==> src/rtl/out_ctl.sv <==
// out_ctl - output-drain controller for the fully-connected layer engine.
// When the execution controller finishes a kernel (k_fin), the accumulator
// lanes are captured into a hold register. They are then written one lane per
// cycle into the output buffer at sample*OC + lane. The write address is kept
// as a running base (base += OC per sample), so no multiplier is needed.
// Draining sample n can overlap with computing sample n+1.
// Optional build macro: OUT_CTL_RELU_EN. When defined, negative lanes are
// written as zero.

module out_ctl #(
   parameter int SAMPLE = 40,
   parameter int OC     = 10,
   parameter int DW     = 16,
   parameter int AW     = 9
) (
   input  logic              clk,
   input  logic              rst,
   input  logic              s_init,
   input  logic              k_fin,
   input  logic [OC*DW-1:0]  acc,
   input  logic              ob_ready,
   output logic              ob_we,
   output logic [AW-1:0]     ob_addr,
   output logic [DW-1:0]     ob_data,
   output logic              out_busy,
   output logic              outrf,
   output logic              err
);

   localparam int LW = (OC > 1) ? $clog2(OC) : 1;
   localparam int SW = (SAMPLE > 1) ? $clog2(SAMPLE) : 1;
   localparam logic [LW-1:0] LAST_LANE   = LW'(OC - 1);
   localparam logic [SW-1:0] LAST_SAMPLE = SW'(SAMPLE - 1);
   localparam logic [AW-1:0] OC_STEP     = AW'(OC);

   typedef enum logic {
      IDLE,
      DRAIN
   } state_t;

   state_t        state;
   logic [DW-1:0] hold [OC];
   logic [LW-1:0] lane;
   logic [LW-1:0] lane_nxt;
   logic [SW-1:0] sample;
   logic [AW-1:0] base;
   logic          capture;
   logic          accept;
   logic          last_lane;
   logic          last_sample;

   // Output shaping: either a signed pass-through or a ReLU clamp.
   function automatic logic [DW-1:0] shape(input logic [DW-1:0] v);
`ifdef OUT_CTL_RELU_EN
      return v[DW-1] ? '0 : v;
`else
      return v;
`endif
   endfunction

   // A capture happens either from IDLE or together with s_init.
   // A k_fin that arrives during a drain is dropped and counted as an overrun.
   assign capture     = k_fin & (s_init | (state == IDLE));
   assign accept      = (state == DRAIN) & ob_we & ob_ready;
   assign lane_nxt    = lane + 1'b1;
   assign last_lane   = (lane == LAST_LANE);
   assign last_sample = (sample == LAST_SAMPLE);

   // Hold register: snapshot of all accumulator lanes taken on an accepted k_fin.
   always_ff @(posedge clk or negedge rst) begin
      if (!rst) begin
         for (int i = 0; i < OC; i++) begin
            hold[i] <= '0;
         end
      end else if (capture) begin
         for (int i = 0; i < OC; i++) begin
            hold[i] <= acc[i*DW +: DW];
         end
      end
   end

   // Drain FSM. All outputs are registered. s_init overrides every other event.
   always_ff @(posedge clk or negedge rst) begin
      if (!rst) begin
         state    <= IDLE;
         lane     <= '0;
         sample   <= '0;
         base     <= '0;
         ob_we    <= 1'b0;
         ob_addr  <= '0;
         ob_data  <= '0;
         out_busy <= 1'b0;
         outrf    <= 1'b0;
         err      <= 1'b0;
      end else begin
         outrf <= 1'b0;
         if (s_init) begin
            sample <= '0;
            base   <= '0;
            lane   <= '0;
            err    <= 1'b0;
            if (k_fin) begin
               state    <= DRAIN;
               ob_we    <= 1'b1;
               ob_addr  <= '0;
               ob_data  <= shape(acc[0 +: DW]);
               out_busy <= 1'b1;
            end else begin
               state    <= IDLE;
               ob_we    <= 1'b0;
               out_busy <= 1'b0;
            end
         end else begin
            case (state)
               IDLE: begin
                  if (k_fin) begin
                     state    <= DRAIN;
                     lane     <= '0;
                     ob_we    <= 1'b1;
                     ob_addr  <= base;
                     ob_data  <= shape(acc[0 +: DW]);
                     out_busy <= 1'b1;
                  end
               end
               DRAIN: begin
                  if (k_fin) begin
                     err <= 1'b1;
                  end
                  if (accept) begin
                     if (last_lane) begin
                        state    <= IDLE;
                        lane     <= '0;
                        ob_we    <= 1'b0;
                        out_busy <= 1'b0;
                        if (last_sample) begin
                           sample <= '0;
                           base   <= '0;
                           outrf  <= 1'b1;
                        end else begin
                           sample <= sample + 1'b1;
                           base   <= base + OC_STEP;
                        end
                     end else begin
                        lane    <= lane_nxt;
                        ob_addr <= ob_addr + 1'b1;
                        ob_data <= shape(hold[lane_nxt]);
                     end
                  end
               end
               default: begin
                  state <= IDLE;
               end
            endcase
         end
      end
   end

endmodule

==> config.mk <==
export PLATFORM = sky130hd
export DESIGN_NAME = out_ctl
export DESIGN_NICKNAME = d
export VERILOG_FILES = /design/src/rtl/out_ctl.sv
export SDC_FILE = /design/constraint.sdc
export NUM_CORES = 1
export LEC_CHECK = 0
export CORE_MARGIN = 2
export CORE_UTILIZATION = 40
export CTS_BUF_LIST = sky130_fd_sc_hd__clkbuf_16
export CTS_CLUSTER_DIAMETER = 60
export CTS_CLUSTER_SIZE = 14
export DETAILED_ROUTE_END_ITERATION = 6
export PLACE_DENSITY = 0.68
export SYNTH_ARGS = -nofsm -noshare
export SYNTH_HDL_FRONTEND = slang
export SYNTH_SLANG_ARGS = --single-unit
==> constraint.sdc <==
create_clock -name clk -period 2.9 [get_ports clk]
set_clock_uncertainty 0.05 [all_clocks]
set_input_delay 0.58 -clock clk [delete_from_list [all_inputs] [get_ports clk]]
set_output_delay 0.58 -clock clk [all_outputs]
set_load 0.1 [all_outputs]
==> flow_summary.yaml <==
final_layout:
  antennaDiodeCount: 0
  layout_commonest_cell: "nand2_1"
  layout_common_cells: "nand2_1, dfrtp_1, clkdlybuf4s50_1"
  fin_nets: 1359
  nFillCells: 2184
  area_growth_pct: 31.2
  drive_gt1_frac: 0.105
  utilization: 0.532
clocking:
  insertion_delay_ns: 0.50
  cts_resized: 0
  cts_made_buffers: 21
  ctsHoldBuffers: 0
  cts_tree: "yes"
  cts_max_level: 1
  clock_tree.root_cell: "clkbuf_16"
  clk_path_buf_depth: 3
  cts_setup_buffers: 0
  path_clk_slew_ns: 0.06
  cts_sinks: 207
worst_setup_path:
  crit_fanout: 24
  timing.reg2reg.setup_slack_ns: 0.39
  startpoint_type: "flop"
  critPathKind: "reg2reg"
  arrival_ns: 2.83
  timing.rr.start: "lane[0]"
  r2r_end: "ob_data[15]"
  critPathCaptureType: "flop"
  ff2ff_path_depth: 5
  worstPathRequired_ns: 3.22
power:
  power.total_uw: 8010
  clockPowerShare: 0.321
  sequentialPowerShare: 0.434
  p_leak_uw: 0.00593
  power.density_nw_per_um2: 643
  p_switching_uw: 2580
  pwr-share-comb: 0.245
  p_int_uw: 5430
  ir_worst_vdd_mv: 0.374
  p_sw_frac: 0.322
die:
  start_util: 0.405
  rows: 56
  top_level_ports: 194
  die_x_um: 158
  die_h_um: 158
  core-area_um2: 23400
  dieArea_um2: 25000
placement:
  gp_congestion: 0.839
  port_buffers: 193
  dp_hpwl_um: 19500
timing:
  setup_tns_ns: 0
  drv_slew: 0
  hold_viol: 0
  period_needed_ns: 2.51
  rsz0062_at_grt: "false"
  timing.fmax_mhz: 399
  tightest_slew_ns: 1.26
  finalSetupViolCount: 0
  fin_crit_sh: 0.865
  maxSlewHeadroom: 0.156
run:
  maxCapViolCount: 0
logic_synthesis:
  synth_cell_types: 45
  synth-seq-area-share: 0.546
  synth_nets: 1178
  ys_seq_elements: 207
  yosysWarnings: 0
  synthesis.area_um2: 9480
  synth_edf_count: 0
  synth_flop_cell: "dfrtp_1"
  synthCells: 1008
  syn_area_per_cell_um2: 9.41
  ys_async_sr_fraction: 1.00
drt:
  via_per_inst: 5.11
  first_iter_violations: 500
  wire_per_inst_um: 17.7
  drtPass1Iterations: 5
  remaining_drc_errors: 0
  ant_nets: 0
  postRouteWirelength_um: 26900
  vias: 7746
global_routing:
  grt_usage: 0.222
  grt_pass1_wl_um: 42600
  grt_pass1_vias: 7962
  grt_overflow: 0
  antenna_found_initial: 0
  grt_max_degree: 71
status:
  outcome: "completed"
worst_hold_path:
  min_path_type: "in2async"
## synth_stat cells (2+ instances only)
| cell type | number | area share |
|---|---|---|
| o22ai_2 | 2 | 0.0026 |
| buf_2 | 30 | 0.016 |
| ha_1 | 5 | 0.0066 |
| o221ai_1 | 15 | 0.014 |
| nand4_1 | 4 | 0.0026 |
| nand3_1 | 8 | 0.0042 |
| and2_1 | 4 | 0.0026 |
| and3_1 | 5 | 0.0033 |
| nor3_1 | 6 | 0.0032 |
| inv_1 | 4 | 0.0016 |
| o31ai_1 | 3 | 0.0024 |
| xnor2_1 | 5 | 0.0046 |
| mux2_2 | 2 | 0.0024 |
| dfrtp_1 | 207 | 0.55 |
| a21oi_1 | 13 | 0.0069 |
| clkbuf_1 | 31 | 0.012 |
| or3_1 | 3 | 0.0020 |
| nand2_1 | 508 | 0.20 |
| a21o_1 | 3 | 0.0024 |
| nor2b_1 | 4 | 0.0026 |
| nor2_1 | 22 | 0.0087 |
| o21ai_1 | 3 | 0.0016 |
| a221o_1 | 4 | 0.0042 |
| mux4_2 | 32 | 0.076 |
| mux2i_1 | 18 | 0.019 |
| o21ai_0 | 12 | 0.0063 |
| and3b_1 | 2 | 0.0018 |
| xor2_1 | 3 | 0.0028 |
| nand2b_1 | 2 | 0.0013 |
| nor4_1 | 2 | 0.0013 |
| a22oi_1 | 31 | 0.025 |
| a311oi_1 | 2 | 0.0018 |
## worst max-delay path, stage by stage, from the launching register on
cell and delay (ns):
dfrtp_4 0.60, ha_1 0.34, buf_4 0.37, mux4_2 0.42
a221oi_1 0.45, a21oi_1 0.13
## layout make-up
| type | count | area, um^2 | share of cell area |
|---|---|---|---|
| sequential | 207 | 5180 | 0.417 |
| clock buffer | 21 | 526 | 0.0422 |
| clock inverter | 11 | 103 | 0.00824 |
| tap | 319 | 399 | 0.0321 |
| multi-input combinational | 735 | 4030 | 0.324 |
| inverter | 4 | 15.0 | 0.00121 |
| timing repair buffer | 220 | 2190 | 0.176 |
## sequential cells by signal, summed over array words and instances, names as in the netlist
| name | flops |
|---|---|
| hold | 160 |
| ob_data | 16 |
| ob_addr | 9 |
| base | 8 |
| sample | 6 |
| lane | 4 |
| err | 1 |
| out_busy | 1 |
| outrf | 1 |
| state | 1 |
## kinds of logic after synthesis
logic type                 Yosys count  share of synthesized area
AOI/OAI and AO/OA                   97                     0.0744
xor gates and xnor gates             8                    0.00739
buffers and inverters               66                     0.0305
and+or+nand+nor                    573                      0.237
DFF                                207                      0.546
muxes                               52                     0.0974
adders and majority gates            5                    0.00660
## metrics by stage
stage | instances | cell area, um^2 | hold WS, ns | setup WS, ns
floorplan | 1008 | 9480 | 0.234 | 0.609
global placement | 1485 | 11800 | 0.403 | 0.190
detailed placement | 1485 | 11800 | 0.407 | 0.193
CTS | 1517 | 12400 | 0.0376 | 0.395
global route | 1517 | 12400 | 0.0651 | 0.202
finish | 1517 | 12400 | 0.0233 | 0.392
## power by group through the flow
stage / sequential (uW) / combinational, uW / clock [uW]
6_report: 3470 / 1960 / 2570
5_1_grt: 3520 / 2110 / 2720
4_1_cts: 3480 / 1980 / 2610
3_5_place_dp: 3530 / 1970 / 0
3_3_place_gp: 3510 / 1950 / 0
2_1_floorplan: 3850 / 837 / 0
## worst max-delay path by stage
| stage | from | endpoint | slack, ns | cells past startpoint |
|---|---|---|---|---|
| after floorplan | out_busy | ob_addr[3] | 0.61 | 6 |
| final | lane[0] | ob_data[15] | 0.39 | 5 |
| after CTS | lane[0] | ob_data[15] | 0.40 | 5 |
| after global routing | lane[0] | ob_data[15] | 0.20 | 6 |
| after detailed placement | s_init | hold[43] | 0.19 | 6 |
| after global placement | k_fin | hold[79] | 0.19 | 6 |
## layer usage
layer  wire (um)  global-route usage  part of all wire  up-vias
met5           0                   0                 0        -
met4         954              0.0746             0.035        0
met3        1750              0.0424             0.065       58
met2       12900               0.363              0.48      247
met1       11300               0.298              0.42     3736
li1            -                   -                 -     3705
Note: power is estimated with default switching activity, not from simulation.
